### src/rtl/adc_meas_sched.sv
// Round-robin scheduler that time-shares one adc_read converter among NUM_CH channels:
// it captures request pulses, settles the mux, starts a conversion and returns a tagged result.
module adc_meas_sched #(
    parameter int NUM_CH         = 4,
    parameter int CH_WIDTH       = 2,
    parameter int DATA_WIDTH     = 24,
    parameter int DIAP_WIDTH     = 2,
    parameter int SETTLE_CYCLES  = 8,
    parameter int TIMEOUT_WIDTH  = 20,
    parameter int TIMEOUT_CYCLES = 500000
) (
    input  logic                  clk,
    input  logic                  rst,
    input  logic                  enable,
    input  logic [NUM_CH-1:0]     req,
    output logic                  busy,
    output logic [NUM_CH-1:0]     pending,
    output logic [CH_WIDTH-1:0]   conv_mux_sel,
    output logic                  conv_start,
    input  logic                  conv_complete,
    input  logic [DATA_WIDTH-1:0] conv_data_1,
    input  logic [DATA_WIDTH-1:0] conv_data_2,
    input  logic [DIAP_WIDTH-1:0] conv_diap,
    output logic                  rsp_valid,
    output logic [CH_WIDTH-1:0]   rsp_ch,
    output logic [DATA_WIDTH-1:0] rsp_data_1,
    output logic [DATA_WIDTH-1:0] rsp_data_2,
    output logic [DIAP_WIDTH-1:0] rsp_diap,
    output logic                  rsp_timeout
);

    localparam int SETTLE_WIDTH = (SETTLE_CYCLES < 2) ? 1 : $clog2(SETTLE_CYCLES + 1);

    localparam logic [SETTLE_WIDTH-1:0]  SETTLE_LAST  = SETTLE_WIDTH'(SETTLE_CYCLES - 1);
    localparam logic [TIMEOUT_WIDTH-1:0] TIMEOUT_LAST = TIMEOUT_WIDTH'(TIMEOUT_CYCLES - 1);
    localparam logic [CH_WIDTH-1:0]      CH_LAST      = CH_WIDTH'(NUM_CH - 1);

    typedef enum logic [2:0] {
        ST_IDLE,
        ST_SETTLE,
        ST_START,
        ST_WAIT,
        ST_DONE
    } state_t;

    state_t                    r_state;
    state_t                    w_state_next;

    logic [NUM_CH-1:0]         r_pending;
    logic [CH_WIDTH-1:0]       r_ptr;
    logic [CH_WIDTH-1:0]       r_mux_sel;
    logic [SETTLE_WIDTH-1:0]   r_settle_cnt;
    logic [TIMEOUT_WIDTH-1:0]  r_timeout_cnt;

    logic [CH_WIDTH-1:0]       r_rsp_ch;
    logic [DATA_WIDTH-1:0]     r_rsp_data_1;
    logic [DATA_WIDTH-1:0]     r_rsp_data_2;
    logic [DIAP_WIDTH-1:0]     r_rsp_diap;
    logic                      r_rsp_timeout;

    logic [CH_WIDTH-1:0]       w_grant_ch;
    logic [NUM_CH-1:0]         w_clr_mask;
    logic [CH_WIDTH-1:0]       w_ptr_next;
    logic                      w_timed_out;

    // Round-robin search: first pending channel at or above the pointer, wrapping to 0.
    always_comb begin : arbiter
        logic [CH_WIDTH-1:0] v_idx;
        logic                v_found;
        // NOTE: every variable written here gets a default first so no latch is inferred.
        w_grant_ch = r_ptr;
        v_idx      = '0;
        v_found    = 1'b0;
        for (int k = 0; k < NUM_CH; k++) begin
            v_idx = CH_WIDTH'((int'(r_ptr) + k) % NUM_CH);
            if (!v_found && r_pending[v_idx]) begin
                w_grant_ch = v_idx;
                v_found    = 1'b1;
            end
        end
    end

    assign w_clr_mask  = (r_state == ST_DONE) ? (NUM_CH'(1) << r_mux_sel) : '0;
    assign w_ptr_next  = (r_mux_sel == CH_LAST) ? '0 : r_mux_sel + CH_WIDTH'(1);
    assign w_timed_out = (r_timeout_cnt >= TIMEOUT_LAST);

    always_ff @(posedge clk or posedge rst) begin
        if (rst) begin
            r_state <= ST_IDLE;
        end else begin
            // NOTE: sequential state uses non-blocking assignments so all flops update together.
            r_state <= w_state_next;
        end
    end

    always_comb begin
        w_state_next = r_state;
        busy         = 1'b1;
        conv_start   = 1'b0;
        rsp_valid    = 1'b0;
        case (r_state)
            ST_IDLE: begin
                busy = 1'b0;
                if (enable && (r_pending != '0)) begin
                    w_state_next = ST_SETTLE;
                end
            end
            ST_SETTLE: begin
                if (r_settle_cnt == SETTLE_LAST) begin
                    w_state_next = ST_START;
                end
            end
            ST_START: begin
                conv_start   = 1'b1;
                w_state_next = ST_WAIT;
            end
            ST_WAIT: begin
                if (conv_complete || w_timed_out) begin
                    w_state_next = ST_DONE;
                end
            end
            ST_DONE: begin
                rsp_valid    = 1'b1;
                w_state_next = ST_IDLE;
            end
            default: begin
                w_state_next = ST_IDLE;
            end
        endcase
    end

    // NOTE: every register is reset asynchronously; a reset must clear outputs before the next edge.
    always_ff @(posedge clk or posedge rst) begin
        if (rst) begin
            r_pending     <= '0;
            r_ptr         <= '0;
            r_mux_sel     <= '0;
            r_settle_cnt  <= '0;
            r_timeout_cnt <= '0;
            r_rsp_ch      <= '0;
            r_rsp_data_1  <= '0;
            r_rsp_data_2  <= '0;
            r_rsp_diap    <= '0;
            r_rsp_timeout <= 1'b0;
        end else begin
            // A request arriving in the DONE cycle of its own channel survives the clear.
            r_pending <= (r_pending & ~w_clr_mask) | req;

            case (r_state)
                ST_IDLE: begin
                    if (w_state_next == ST_SETTLE) begin
                        r_mux_sel    <= w_grant_ch;
                        r_settle_cnt <= '0;
                    end
                end
                ST_SETTLE: begin
                    if (w_state_next == ST_START) begin
                        r_timeout_cnt <= '0;
                    end else begin
                        r_settle_cnt <= r_settle_cnt + SETTLE_WIDTH'(1);
                    end
                end
                ST_START: begin
                    r_timeout_cnt <= r_timeout_cnt + TIMEOUT_WIDTH'(1);
                end
                ST_WAIT: begin
                    if (conv_complete) begin
                        r_rsp_ch      <= r_mux_sel;
                        r_rsp_data_1  <= conv_data_1;
                        r_rsp_data_2  <= conv_data_2;
                        r_rsp_diap    <= conv_diap;
                        r_rsp_timeout <= 1'b0;
                    end else if (w_timed_out) begin
                        r_rsp_ch      <= r_mux_sel;
                        r_rsp_data_1  <= '0;
                        r_rsp_data_2  <= '0;
                        r_rsp_diap    <= '0;
                        r_rsp_timeout <= 1'b1;
                    end else begin
                        r_timeout_cnt <= r_timeout_cnt + TIMEOUT_WIDTH'(1);
                    end
                end
                ST_DONE: begin
                    r_ptr <= w_ptr_next;
                end
                default: begin
                end
            endcase
        end
    end

    assign pending      = r_pending;
    assign conv_mux_sel = r_mux_sel;
    assign rsp_ch       = r_rsp_ch;
    assign rsp_data_1   = r_rsp_data_1;
    assign rsp_data_2   = r_rsp_data_2;
    assign rsp_diap     = r_rsp_diap;
    assign rsp_timeout  = r_rsp_timeout;

endmodule
### config.mk
export PLATFORM = sky130hd
export DESIGN_NAME = adc_meas_sched
export DESIGN_NICKNAME = d
export VERILOG_FILES = /design/src/rtl/adc_meas_sched.sv
export SDC_FILE = /design/constraint.sdc
export NUM_CORES = 1
export LEC_CHECK = 0
export CAP_MARGIN = 20
export CORE_AREA = 2 2 103 115
export CTS_CLUSTER_DIAMETER = 100
export DETAILED_ROUTE_END_ITERATION = 8
export DIE_AREA = 0 0 105 117
export GPL_TIMING_DRIVEN = 0
export HOLD_SLACK_MARGIN = 0.15
export PLACE_DENSITY = 0.62
export SETUP_SLACK_MARGIN = 0.02
export SYNTH_ARGS = -nofsm -noshare
export SYNTH_HDL_FRONTEND = slang
export SYNTH_SLANG_ARGS = --single-unit
### constraint.sdc
create_clock -name clk -period 10.5 [get_ports clk]
set_clock_uncertainty 0.1 [all_clocks]
set_input_delay 3.15 -clock clk [delete_from_list [all_inputs] [get_ports clk]]
set_output_delay 3.15 -clock clk [all_outputs]
set_load 0.01 [all_outputs]
== Word-level counts from Yosys, hierarchy flattened ==
Index checks and enable logic that the tools add are counted.
Word-level totals
  register bits after elaboration: 88
  input bits: 58
  output and inout port bits: 62
Cells by class
  add/sub/neg operators: 6
  $lt $le $gt $ge: 5
  equality and inequality tests: 13
  shifts and indexed selects: 1
  muxes and demuxes: 39
  bitwise logic cells: 3
  reduce and logical (&&, ||, !) cells: 17
Operator list (number)
  $mux W24: 3
  $mux W20: 3
  $pmux W20 S3: 1
  $add A20 B1 Y20 const B: 1
  $ge A20 B19 Y1 const B: 1
  $mux W2: 8
  $lt A2 B3 Y1 const B: 4
  $mux W1: 12
  $mux W4: 3
  $pmux W3 S4: 1
  $ne A2 B2 Y1 const B: 5
  $eq A3 B2 Y1 const B: 3
  $mux W3: 3
  $bmux W1 S2: 4
  $pmux W4 S2: 1
  $eq A3 B1 Y1 const B: 2
  $add A2 B1 Y2 const B: 2
  $add A2 B2 Y2 const B: 2
  $add A4 B1 Y4 const B: 1
  $and A4 B4 Y4: 1
  $eq A4 B3 Y1 const B: 1
  $logic_and A1 B1 Y1: 4
  $not A4 Y4: 1
  $or A4 B4 Y4: 1
  12 further kinds: 16

== Longest topological paths before layout ==
Gate-level depths: netlist of run 1.
  word-level depth: 12
  mapped depth: 10
  mapped depth without buffers: 7

== Worst setup path after synthesis of run 1 ==
OpenSTA, ideal clock, no wires.
  path type: input to register
  from: input conv_complete
  to: register r_timeout_cnt[15]
  data arrival time: 4.556 ns
  slack: 5.766 ns
  stages on the path: 5
  buffers on the path: 1
  cell sequence: or4_4 -> a2bb2oi_2 -> buf_6 -> or4_1 -> a21oi_1
On the way
  longest elaborated chain between the ends: 6
  elaborated cells on any way between the ends: 7
Ends and longest elaborated chain
  start, declared: line 20  | input logic conv_complete,
  $logic_or A1 B1 Y1: line 118  | if (conv_complete || w_timed_out) begin
  $mux W3: line 118
  $pmux W3 S4: line 101  | case (r_state)
  $eq A3 B2 Y1: line 157  | if (w_state_next == ST_START) begin
  $ne A2 B2 Y1 (no line)
  $reduce_and A4 Y1 (no line) *
  end signal, assigned: line 164  | r_timeout_cnt <= r_timeout_cnt + TIMEOUT_WIDTH'(1);
  end signal, assigned: line 180  | r_timeout_cnt <= r_timeout_cnt + TIMEOUT_WIDTH'(1);
  end, declared: line 53  | logic [TIMEOUT_WIDTH-1:0] r_timeout_cnt;
Every way passes the cells marked *; elsewhere a longest branch is shown, timed or not.
A chain may end at the register's enable or synchronous reset.

== Final worst setup path of run 1 ==
  from: register r_state[1]
  to: output rsp_valid
On the way
  longest elaborated chain between the ends: 2
Ends and longest elaborated chain
  start, declared: line 46  | state_t r_state;
  start signal, assigned: line 92  | r_state <= w_state_next;
  $eq A3 B3 Y1: line 101
  $mux W1: line 101
  end, declared: line 24  | output logic rsp_valid,
Every way passes these cells.

==> results.ini, run 1 <==
[run_status]
status=finished clean

[grt]
grt_pass1_vias=3112
grt_use_total=0.163
overflow=0
antenna_found_initial=0
grt_max_degree=48
grt_first_pass_wirelength_microns=15900

[cts]
cts_resized=0
cts_tree=done
clockBufferDepth=2
cts_sinks=88
cts_buffers=9
root_buffer=clkbuf_16
postCtsHoldBufs=0
htreeDepth=3
insertion_delay_ns=0.34
post-cts-setup-buffer-count=0
clkTransAtPathRegs_ns=0.06

[route]
drtIter0Drc=160
vias_per_cell=5.17
wl_microns=9850
antenna_left=0
drtPass1Iterations=7
vias=3153
wl_per_cell_microns=16.1
drc=0

[final_layout]
drive_above_1_share=0.0848
syn_to_final_growth_pct=45.5
nNetsFinal=521
num_antenna_cells=0
finalNonFillerCells=610

[floorplanning]
top_level_ports=120
design.die.area_sq_um=12300
fp.coreArea_sq_um=11200
die_y_microns=117
row_count=41
start_util=0.342
die_x_microns=105

[pwr]
powerDensity_nw_per_um2=284
power.switching_mw=0.511
p_leak_nw=2.41
power_frac_comb=0.389
vdd_drop_max_mv=0.139
internal_power_mw=1.07
swShare=0.323
seq_power_share=0.382
clkPwrFrac=0.229

[sta]
setup_tns_ns=0
finalCritPeriodShare=0.542
rsz0062_at_grt=false
worst_slew_pin_slew_ns=0.893
finalCriticalPeriod_ns=5.69
hold_viol=0
setup_viol_count_final=0
max_freq_mhz=176
slew_headroom=0.400
finalHoldWorstSlack_ns=0.399
slew_violations=0

[place]
dp_cells=596
io_buffers=119
dp_hpwl_microns=7000
place_congestion=0.833

[worst_setup_path]
criticalPathCategory=reg -> out
worst-path-buf-inv=2
crit_chain=clkbuf_1 > nor3_1 > clkdlybuf4s50_1
crit_path_top_delay_cell=nor3_1
cp.arrival_ns=2.44
crit_path_start_kind=flip-flop
path_max_fanout=10
end_kind=primary output
crit_family=buffers and inverters
cp.required_ns=7.25
cp_slowest_stage_delay_ns=0.77

[hold_path]
min_path_type=reg -> reg

[synthesis]
netlist_area_sq_um=3830
synthFlopType=dfrtp_1
ys_ff_latch=88
async_flop_share=1.00
postSynthCellCount=326
ys_types=49
ys_seq_area_frac=0.576
post-synth-top-count-cell=dfrtp_1
yosysTopAreaCell=dfrtp_1
synth_top_area_frac=0.576
syn_avg_cell_area_sq_um=11.7
synth_edf_count=0
yosys-top-cells-area=dfrtp_1 58%, a22o_1 11%, a21oi_1 2.6%
yosys_warnings=0
synthTopCellsByCount=88 x dfrtp_1, 50 x a22o_1, 20 x a21oi_1, 18 x nand2_1, 13 x o21ai_0
synth_nets=390

[job]
drv_cap=0

==> worst paths after layout <==
path | slack (ns) | end | cells after the start | from
setup / recovery | 4.81 | rsp_valid | 3 | r_state[1]
hold / removal | 0.40 | rsp_data_2[16] | 1 | rsp_data_2[16]
setup reg to reg | 7.84 | rsp_ch[0] | 8 | r_timeout_cnt[0]
hold reg to reg | 0.40 | rsp_data_2[16] | 1 | rsp_data_2[16]
max in group asynchronous | 6.56 | rsp_data_1[14] | 3 | rst
min in group asynchronous | 3.12 | rsp_diap[1] | 2 | rst
==> cell type report <==
class,count,area (sq um)
inverter,11,43.8
multi-input combinational,208,1470
tap,150,188
clock buffer,9,225
timing repair buffer,120,1220
fill,1049,5620
clock inverter,5,108
buffer,19,114
sequential,88,2200
==> metrics by stage <==
step	setup slack, ns	cell area, sq um	utilization	total power, mW
2_1_floorplan	4.97	3830	-	0.901
3_3_place_gp	3.49	5200	0.465	1.21
3_5_place_dp	5.16	5240	0.468	1.22
4_1_cts	4.77	5570	0.498	1.60
5_1_grt	4.64	5570	0.498	1.68
6_report	4.81	5570	0.498	1.58
==> per-layer routing <==
layer	track usage	wire, microns
met1	0.212	4370
met2	0.257	4740
met3	0.0388	423
met4	0.0809	312
met5	0	0
==> power groups by stage <==
stage | Clock, mW | Combinational (mW) | Sequential [mW]
2_1_floorplan | 0 | 0.266 | 0.635
3_3_place_gp | 0 | 0.612 | 0.601
3_5_place_dp | 0 | 0.621 | 0.604
4_1_cts | 0.370 | 0.624 | 0.603
5_1_grt | 0.385 | 0.672 | 0.626
6_report | 0.363 | 0.616 | 0.604
==> state kept, by name (all words and copies together) (netlist names) <==
signal,flops
rsp_timeout,1
r_timeout_cnt,20
r_ptr,2
conv_mux_sel,2
rsp_diap,2
r_settle_cnt,4
rsp_data_1,24
r_state,3
pending,4
rsp_data_2,24
rsp_ch,2
==> worst register-to-register path: stages (launching register included) <==
cell,delay (ns)
dfrtp_1,0.42
ha_1,0.26
and4_4,0.16
buf_6,0.13
o41ai_2,0.22
a21oi_1,0.16
or4_4,0.52
nand3_2,0.22
mux2_2,0.36
==> kinds of logic after synthesis <==
logic type | synth area share
AOI/OAI and AO/OA | 0.205
and+or+nand+nor | 0.138
DFF | 0.576
buffers and inverters | 0.0405
muxes | 0.0167
adders and majority gates | 0.0196
xor gates and xnor gates | 0.00458
==> cells in the final DEF (no fill, tap or decap), types with 3 or more instances in the layout <==
cell             count
a22o_1              50
clkbuf_1             8
clkdlybuf4s50_1    119
a21o_1               3
nand4_1              7
buf_4                7
nand2b_1             4
o21ai_0             13
a21oi_1             20
dfrtp_1             88
bufinv_16            3
nand2_1             18
clkbuf_16            9
inv_1               10
or3_1               11
nor2_1               7
nand3_1             11
o31ai_1              4
mux2i_1              3
and3_1               3
nor3_1               4
or2_2                3
or4_1                5
ha_1                 6
mux2_2               3
(Power assumes the default switching activity.)
==> inputs of run 2 (changes only) <==
==> constraint.sdc (replaced) <==
create_clock -name clk -period 5.3 [get_ports clk]
set_clock_uncertainty 0.1 [all_clocks]
set_input_delay 1.59 -clock clk [delete_from_list [all_inputs] [get_ports clk]]
set_output_delay 1.59 -clock clk [all_outputs]
set_load 0.01 [all_outputs]
==> results of run 2 <==
The final DEF is identical to that of run 1. Status: finished clean.
Among the figures that moved: setup slack after placement 5.16 ns -> 1.52 ns; setup slack after layout 4.81 ns -> 1.17 ns; register-to-register setup slack 7.84 ns -> 2.64 ns; total power 1.58 mW -> 3.14 mW; worst IR drop on VDD 0.139 mV -> 0.276 mV
